File: config.mk
export PLATFORM = sky130hd
export DESIGN_NAME = bist_prng_multi
export DESIGN_NICKNAME = d
export VERILOG_FILES = /design/src/rtl/bist_prng_multi.sv
export SDC_FILE = /design/constraint.sdc
export NUM_CORES = 1
export LEC_CHECK = 0
export ABC_AREA = 1
export CAP_MARGIN = 10
export CORE_MARGIN = 2
export CORE_UTILIZATION = 45
export CTS_CLUSTER_DIAMETER = 80
export CTS_CLUSTER_SIZE = 10
export DETAILED_ROUTE_END_ITERATION = 6
export PLACE_DENSITY = 0.83
export SLEW_MARGIN = 20
export SYNTH_ARGS = -nofsm -noshare
export SYNTH_HDL_FRONTEND = slang
export SYNTH_SLANG_ARGS = --single-unit
File: constraint.sdc
create_clock -name clk_i -period 3.5 [get_ports clk_i]
set_input_delay 0.7 -clock clk_i [delete_from_list [all_inputs] [get_ports clk_i]]
set_output_delay 0.7 -clock clk_i [all_outputs]
set_load 0.05 [all_outputs]
File: src/rtl/bist_prng_multi.sv
// Multi-channel Galois LFSR pattern generator for BIST, with a bypass mode
// that forwards external words through the same output stage.
//
// Ports
//   clk_i, rstn_i           clock, asynchronous active-low reset
//   start_i, bypass_i       run launch / bypass-mode select
//   valid_i, ready_o        bypass input handshake
//   seed_i                  run seed, or bypass data word
//   poly_i                  Galois tap mask (0 selects DEFAULT_POLY)
//   length_i                words per run, 0 = unbounded
//   stop_en_i, stop_code_i  terminate when channel 0 emits stop_code_i
//   ready_i, valid_o        output handshake
//   data_o                  channel k at [k*DATA_WIDTH +: DATA_WIDTH]
//   busy_o, done_o          SEED/RUN and DONE status
//   count_o                 completed transfers in the current run

// One LFSR channel: load has priority over step.
module bist_prng_lane #(
  parameter int W = 64
) (
  input  logic         clk_i,
  input  logic         rstn_i,
  input  logic         load_i,
  input  logic [W-1:0] load_val_i,
  input  logic         step_i,
  input  logic [W-1:0] poly_i,
  output logic [W-1:0] lfsr_o
);
  always_ff @(posedge clk_i or negedge rstn_i) begin
    if (!rstn_i)      lfsr_o <= '0;
    else if (load_i)  lfsr_o <= load_val_i;
    else if (step_i)  lfsr_o <= (lfsr_o >> 1) ^ (lfsr_o[0] ? poly_i : '0);
  end
endmodule

module bist_prng_multi #(
  parameter int          DATA_WIDTH   = 64,
  parameter int          NUM_CH       = 4,
  parameter int          CNT_WIDTH    = 16,
  parameter logic [63:0] DEFAULT_POLY = 64'hD800_0000_0000_0000
) (
  input  logic                         clk_i,
  input  logic                         rstn_i,
  input  logic                         start_i,
  input  logic                         bypass_i,
  input  logic                         valid_i,
  output logic                         ready_o,
  input  logic [DATA_WIDTH-1:0]        seed_i,
  input  logic [DATA_WIDTH-1:0]        poly_i,
  input  logic [CNT_WIDTH-1:0]         length_i,
  input  logic                         stop_en_i,
  input  logic [DATA_WIDTH-1:0]        stop_code_i,
  input  logic                         ready_i,
  output logic                         valid_o,
  output logic [NUM_CH*DATA_WIDTH-1:0] data_o,
  output logic                         busy_o,
  output logic                         done_o,
  output logic [CNT_WIDTH-1:0]         count_o
);
  // Narrow widths keep the low bits of the 64-bit default mask.
  localparam logic [DATA_WIDTH-1:0] DEF_POLY = DATA_WIDTH'(DEFAULT_POLY);

  typedef enum logic [2:0] {S_IDLE, S_SEED, S_RUN, S_DONE, S_BYP} state_t;

  state_t                             state;
  logic [DATA_WIDTH-1:0]              poly_q, stop_code_q;
  logic [CNT_WIDTH-1:0]               len_q, count_q, cnt_nxt;
  logic                               stop_en_q, byp_vld;
  logic [NUM_CH-1:0][DATA_WIDTH-1:0]  ch;
  logic                               run_xfer, byp_acc, last, ch_load;

  assign valid_o  = (state == S_RUN) | byp_vld;
  assign ready_o  = (state == S_BYP) & (~byp_vld | ready_i);
  assign busy_o   = (state == S_SEED) | (state == S_RUN);
  assign done_o   = (state == S_DONE);
  assign count_o  = count_q;
  assign data_o   = ch;

  assign run_xfer = (state == S_RUN) & ready_i;
  assign byp_acc  = ready_o & valid_i;
  assign ch_load  = (state == S_SEED) | byp_acc;
  assign cnt_nxt  = count_q + 1'b1;
  // Stop code is compared against the word leaving on this transfer.
  assign last     = ((len_q != '0) && (cnt_nxt == len_q)) ||
                    (stop_en_q && (ch[0] == stop_code_q));

  for (genvar k = 0; k < NUM_CH; k++) begin : g_ch
    localparam int ROT = k % DATA_WIDTH;
    logic [DATA_WIDTH-1:0] rot_seed, seed_val, load_val;
    if (ROT == 0) begin : g_r0
      assign rot_seed = seed_i;
    end else begin : g_rn
      assign rot_seed = {seed_i[DATA_WIDTH-1-ROT:0], seed_i[DATA_WIDTH-1:DATA_WIDTH-ROT]};
    end
    // An all-zero Galois state is a lock-up, so it is replaced by 1.
    assign seed_val = (rot_seed == '0) ? DATA_WIDTH'(1) : rot_seed;
    assign load_val = (state == S_BYP) ? seed_i : seed_val;

    bist_prng_lane #(.W(DATA_WIDTH)) u_lane (
      .clk_i      (clk_i),
      .rstn_i     (rstn_i),
      .load_i     (ch_load),
      .load_val_i (load_val),
      .step_i     (run_xfer),
      .poly_i     (poly_q),
      .lfsr_o     (ch[k])
    );
  end

  always_ff @(posedge clk_i or negedge rstn_i) begin
    if (!rstn_i) begin
      state       <= S_IDLE;
      poly_q      <= '0;
      stop_code_q <= '0;
      len_q       <= '0;
      count_q     <= '0;
      stop_en_q   <= 1'b0;
      byp_vld     <= 1'b0;
    end else begin
      case (state)
        S_IDLE: begin
          if (bypass_i)     state <= S_BYP;
          else if (start_i) state <= S_SEED;
        end
        S_SEED: begin
          poly_q      <= (poly_i == '0) ? DEF_POLY : poly_i;
          len_q       <= length_i;
          stop_en_q   <= stop_en_i;
          stop_code_q <= stop_code_i;
          count_q     <= '0;
          state       <= S_RUN;
        end
        S_RUN: begin
          if (ready_i) begin
            count_q <= cnt_nxt;
            if (last) state <= S_DONE;
          end
        end
        S_DONE: begin
          if (bypass_i)     state <= S_IDLE;
          else if (start_i) state <= S_SEED;
        end
        S_BYP: begin
          // A word accepted on the exit cycle keeps us here until it drains.
          if (byp_acc)                    byp_vld <= 1'b1;
          else if (byp_vld && ready_i)    byp_vld <= 1'b0;
          if (!bypass_i && !byp_vld && !byp_acc) state <= S_IDLE;
        end
        default: state <= S_IDLE;
      endcase
    end
  end
endmodule

=== Word level (Yosys, flattened, before mapping) ===
Index checks and enable logic that the tools add are counted.

* Add/sub/neg operators: 1
* Equal/unequal tests: 9
* Multiplexer cells: 32
* Bitwise gates (word level): 12
* Reduce and logical (&&, ||, !) cells: 22

{| class="wikitable"
|+ Operator list
! cell !! number
|-
| $mux 64 || 21
|-
| $logic_not 64->1 || 5
|-
| $xor 63x64->64 || 4
|-
| $eq 64x64->1 || 1
|-
| $pmux 16 s2 || 1
|-
| $mux 3 || 6
|-
| $add 16x1->16 const B || 1
|-
| $eq 16x16->1 || 1
|-
| $mux 16 || 1
|-
| $reduce_bool 16->1 || 1
|-
| $pmux 3 s5 || 1
|-
| $eq 3x2->1 const B || 2
|-
| $reduce_bool 2->1 || 3
|-
| $logic_and 1x1->1 || 5
|-
| $ne 2x2->1 const B || 2
|-
| $or 1x1->1 || 4
|-
| $reduce_and 2->1 || 2
|-
| $and 1x1->1 || 3
|-
| $eq 3x1->1 const B || 1
|-
| $eq 3x3->1 const B || 1
|-
| $logic_not 1->1 || 3
|-
| $logic_not 3->1 || 1
|-
| $reduce_and 3->1 || 1
|-
| $mux 1 || 2
|-
| other kinds (3) || 3
|}

* Flip-flop bits (word level): 421
* Input bits: 215
* Output and inout port bits: 276

=== Logic depth before layout (Yosys ltp) ===
* Word-level depth: 8
* Depth in mapped cells: 17
* Depth with buffers taken out: 17

=== Cells and area by module ===
Synthesis repeated with hierarchy kept, for this count alone.

* Cell total of the unflattened synthesis: 4,163
* Area total of the unflattened synthesis: 26,471.6 sq um

{| class="wikitable"
|+ Modules (own cells, without submodules)
! module !! instances !! cells an instance !! area each (sq um) !! seq. area each (sq um)
|-
| bist_prng_lane || 4 || 672 || 4,195.3 || 1,601.5
|-
| bist_prng_multi || 1 || 1,475 || 9,690.5 || 4,129.0
|}

=== Worst setup path after synthesis ===
No wires, ideal clock.

* Path kind: register to output
* Start: register state[2]
* End: output busy_o
* Arrival time: 1.670 ns
* Required time: 2.800 ns
* Setup slack: 1.130 ns
* Stages on the path, launching flop included: 7
* Cell sequence: dfrtp_1 > inv_1 > nand3_1 > buf_2 > clkbuf_1 > clkbuf_1 > nand2_1

* Longest elaborated chain between the ends: 2
* Elaborated cells on any way between the ends: 3
* Those cells by class: eq/ne (2); bitwise (1)

{| class="wikitable"
|+ RTL lines
! item !! line !! text
|-
| from (decl) || 65 || <nowiki>state_t state;</nowiki>
|-
| from (signal assigned) || 112 || <nowiki>state <= S_IDLE;</nowiki>
|-
| from (signal assigned) || 122 || <nowiki>if (bypass_i) state <= S_BYP;</nowiki>
|-
| from (signal assigned) || 123 || <nowiki>else if (start_i) state <= S_SEED;</nowiki>
|-
| $eq 3x1->1 / $eq 3x2->1 (equally long branches) || 74 || <nowiki>assign busy_o = (state == S_SEED) | (state == S_RUN);</nowiki>
|-
| $or 1x1->1 * || 74 ||
|-
| to (decl) || 56 || <nowiki>output logic busy_o,</nowiki>
|}

Every way passes the cells marked *; elsewhere a longest branch is shown, timed or not.

=== Worst setup path in the final report ===
* Start: register state[1]
* End: output busy_o

Same word-level chain as after synthesis.

==> key figures <==
Status
  – Outcome: finished, violations left
  – Failing checks: DRC

Yosys
  – Post-Syn Instances: 3056
  – Primary FF master, synth: dfrtp_1
  – Avg Inst Size Synth: 7.770 um2
  – Post-Syn Area: 23750 um2
  – Yosys warns: 0
  – Post-synth EDFFs: 0
  – Synth cell types: 38
  – Synth async-reset ratio: 1.000
  – FF+latch count, synth: 421
  – Syn nets: 3272
  – Seq/Total Area, Yosys: 0.4436

Cells and area
  – Commonest cells after routing, fill and taps aside: 1376 x nand2_1, 488 x clkdlybuf4s50_1, 417 x dfrtp_1
  – Nets@finish: 3693
  – Final Instance Area: 30590 um2
  – Fillcell total: 4627
  – Layout Area Growth over Synthesis: 28.83%
  – Ratio of cells with drive above 1 in the final layout: 0.05027
  – Most common cell after layout, fill and taps aside: nand2_1

Global route
  – Largest net degree at the start of global routing: 116
  – Vias in the first global route: 22397
  – First-pass GRT wire length: 133.2 mm
  – Tot GR Track Use: 0.3164
  – GRT overflow: 0
  – Initial antenna violation count: 21

Clocking
  – Post_cts resized: 0
  – CTS Root Buffer Type: clkbuf_16
  – Post-CTS setup buffer count: 0
  – Clock Path Buffers: 3
  – Clk slew on worst S/H paths: 0.06 ns
  – Sink Count: 421
  – CTS Buf Count: 48
  – CTS HTree Levels: 2
  – Hold_buf cts: 0
  – Clk_lat worst skew: 0.58 ns
  – CTS tree: yes

STA
  – Fin crit share: 0.8850
  – Slew Limit Fails: 0
  – Post-layout minimum cycle time: 3.097 ns
  – Max Freq: 0.3229 GHz
  – Final hold slack: 0.07431 ns
  – Hold violation count in the final report: 0
  – Setup violators final: 0
  – Setup TNS: 0 ns
  – Slew margin rel.: 0.3508
  – RSZ-0062 raised after global routing: false
  – Slew @ Worst Pin: 0.9737 ns
  – Worst Skew: 0.01976 ns

Drt
  – DR pass1 iterations: 7
  – Vias: 23542
  – Detailed Route WL: 88.03 mm
  – Routed Antenna Nets: 0
  – Routed WL per cell: 21.03 um
  – Drt drc: 1
  – DRT iter0 DRCs: 2376
  – Routed vias/inst: 5.625

Floorplan
  – Row cnt: 84
  – I/O pins: 491
  – Initial Utilization: 0.4537
  – Die area: 54620 um2
  – Die X: 233.7 um
  – Die H: 233.7 um
  – Core region area: 52340 um2

Worst setup path
  – Setup CP Type: reg -> out
  – Worst R2R Path Depth: 10
  – RR Startpoint: state[0]
  – WP data arrival: 2.40 ns
  – R2r endpoint: g_ch[1].u_lane.lfsr_o[61]
  – Worst-path fanout max: 5
  – Worst Setup EP: busy_o
  – Nature of the critical path endpoint: output pin
  – CP Launch Point: state[1]
  – Startpoint class of the critical path: flop
  – Worst Path Required: 2.80 ns
  – Setup slack, reg-to-reg: 0.99 ns

Place
  – I/O Buffers: 490
  – DPL Wire Length: 62.87 mm
  – GPL Wtd Cong: 0.9793
  – Post-Place Cell Area: 29290 um2

Worst hold path
  – Hold WC Path Type: in -> async

Pwr
  – Cell Pwr Density: 1219 nW/um2
  – Pleak: 13.56 nW
  – Peak VDD IR: 0.7358 mV

Run
  – # Max-Cap Violations: 0
cell families (layout without fill, tap and decap cells):
logic type,count (synthesis),after routing,synth area share
fa+ha+maj,1,1,0.0005268
flops,421,421,0.4436
other cells,0,16,0
xor+xnor,274,274,0.1016
buf+inv,279,704,0.05106
simple gates,1657,1657,0.2722
compound gates,424,424,0.1309
state kept, by name, indices dropped and copies added, names as in the netlist:
name / count
poly_q: 64
g_ch.u_lane.lfsr_o: 256
stop_en_q: 1
len_q: 16
byp_vld: 1
state: 3
count_o: 16
stop_code_q: 64
Yosys cell counts, types with 2 or more instances:
library cell	n	area, um2
o21ai_1	3	15.01
o211ai_1	188	1411
o22ai_1	22	137.6
nor2_2	4	25.02
buf_4	17	127.6
xor2_1	71	621.9
o31ai_1	2	15.01
a211oi_1	7	52.55
nand4_1	21	131.4
nand3b_1	6	45.04
o21ai_0	97	485.5
a2bb2oi_1	3	26.28
a211oi_2	23	287.8
clkbuf_1	76	285.3
nand2_1	1376	5165
inv_1	111	416.7
a22o_1	2	17.52
buf_2	57	285.3
nand3_1	44	220.2
nand2_4	2	22.52
nor4_1	29	181.4
buf_6	4	45.04
a21oi_1	3	15.01
dfrtp_1	421	10540
a31oi_1	4	25.02
a21oi_2	35	306.5
xnor2_1	202	1769
inv_2	2	7.510
a221oi_1	34	297.8
nor2_1	168	630.6
buf_1	11	41.29
nor3_1	5	25.02
stage by stage:
| step | power [mW] | utilization | setup slack [ns] | cells |
|---|---|---|---|---|
| after detailed placement | 32.65 | 0.5597 | 0.5238 | 4115 |
| after global placement | 32.23 | 0.5597 | 0.5000 | 4115 |
| after global routing | 39.52 | 0.5842 | 0.3057 | 4179 |
| final | 37.30 | 0.5845 | 0.4026 | 4185 |
| after floorplan | 25.22 | - | 1.130 | 3056 |
| after CTS | 37.27 | 0.5837 | 0.3666 | 4169 |
report_power, final:
group	leakage (nW)	internal [mW]	total, mW	switching, mW
Sequential	5.12	7.35	10.3	2.93
Combinational	7.82	7.71	22.5	14.8
Clock	0.615	2.48	4.47	1.99
cell type report:
class	instances	area [um2]	share of cell area
Clock buffer	53	1251	0.04090
Tap cell	688	860.8	0.02814
Clock inverter	1	7.507	0.0002454
Sequential cell	421	10540	0.3445
Timing Repair Buffer	536	5428	0.1774
Antenna cell	16	40.04	0.001309
Inverter	114	440.4	0.01440
Multi-Input combinational cell	2356	12030	0.3931
how the worst min path moves through the flow:
stage / startpoint / end / cells after the start
after floorplan: rstn_i / byp_vld / 0
after global placement: stop_en_q / stop_en_q / 2
after detailed placement: stop_en_q / stop_en_q / 2
after CTS: rstn_i / len_q[3] / 1
after global routing: rstn_i / len_q[3] / 1
final: rstn_i / len_q[3] / 1
layer usage:
metal,part of all wire,global-route usage,up-vias
met3,0.096,0.07288,253
met4,0.044,0.1288,18
met5,0.0014,0,-
li1,-,-,10760
met1,0.39,0.4139,11197
met2,0.46,0.5066,1314
critical path, cell delays in order (launching register included):
cell             delay (ns)
dfrtp_1                0.39
inv_1                  0.11
nor2_1                 0.15
nand2_1                0.19
nand2_1                0.16
clkdlybuf4s50_1        0.82
(Power assumes the default switching activity.)
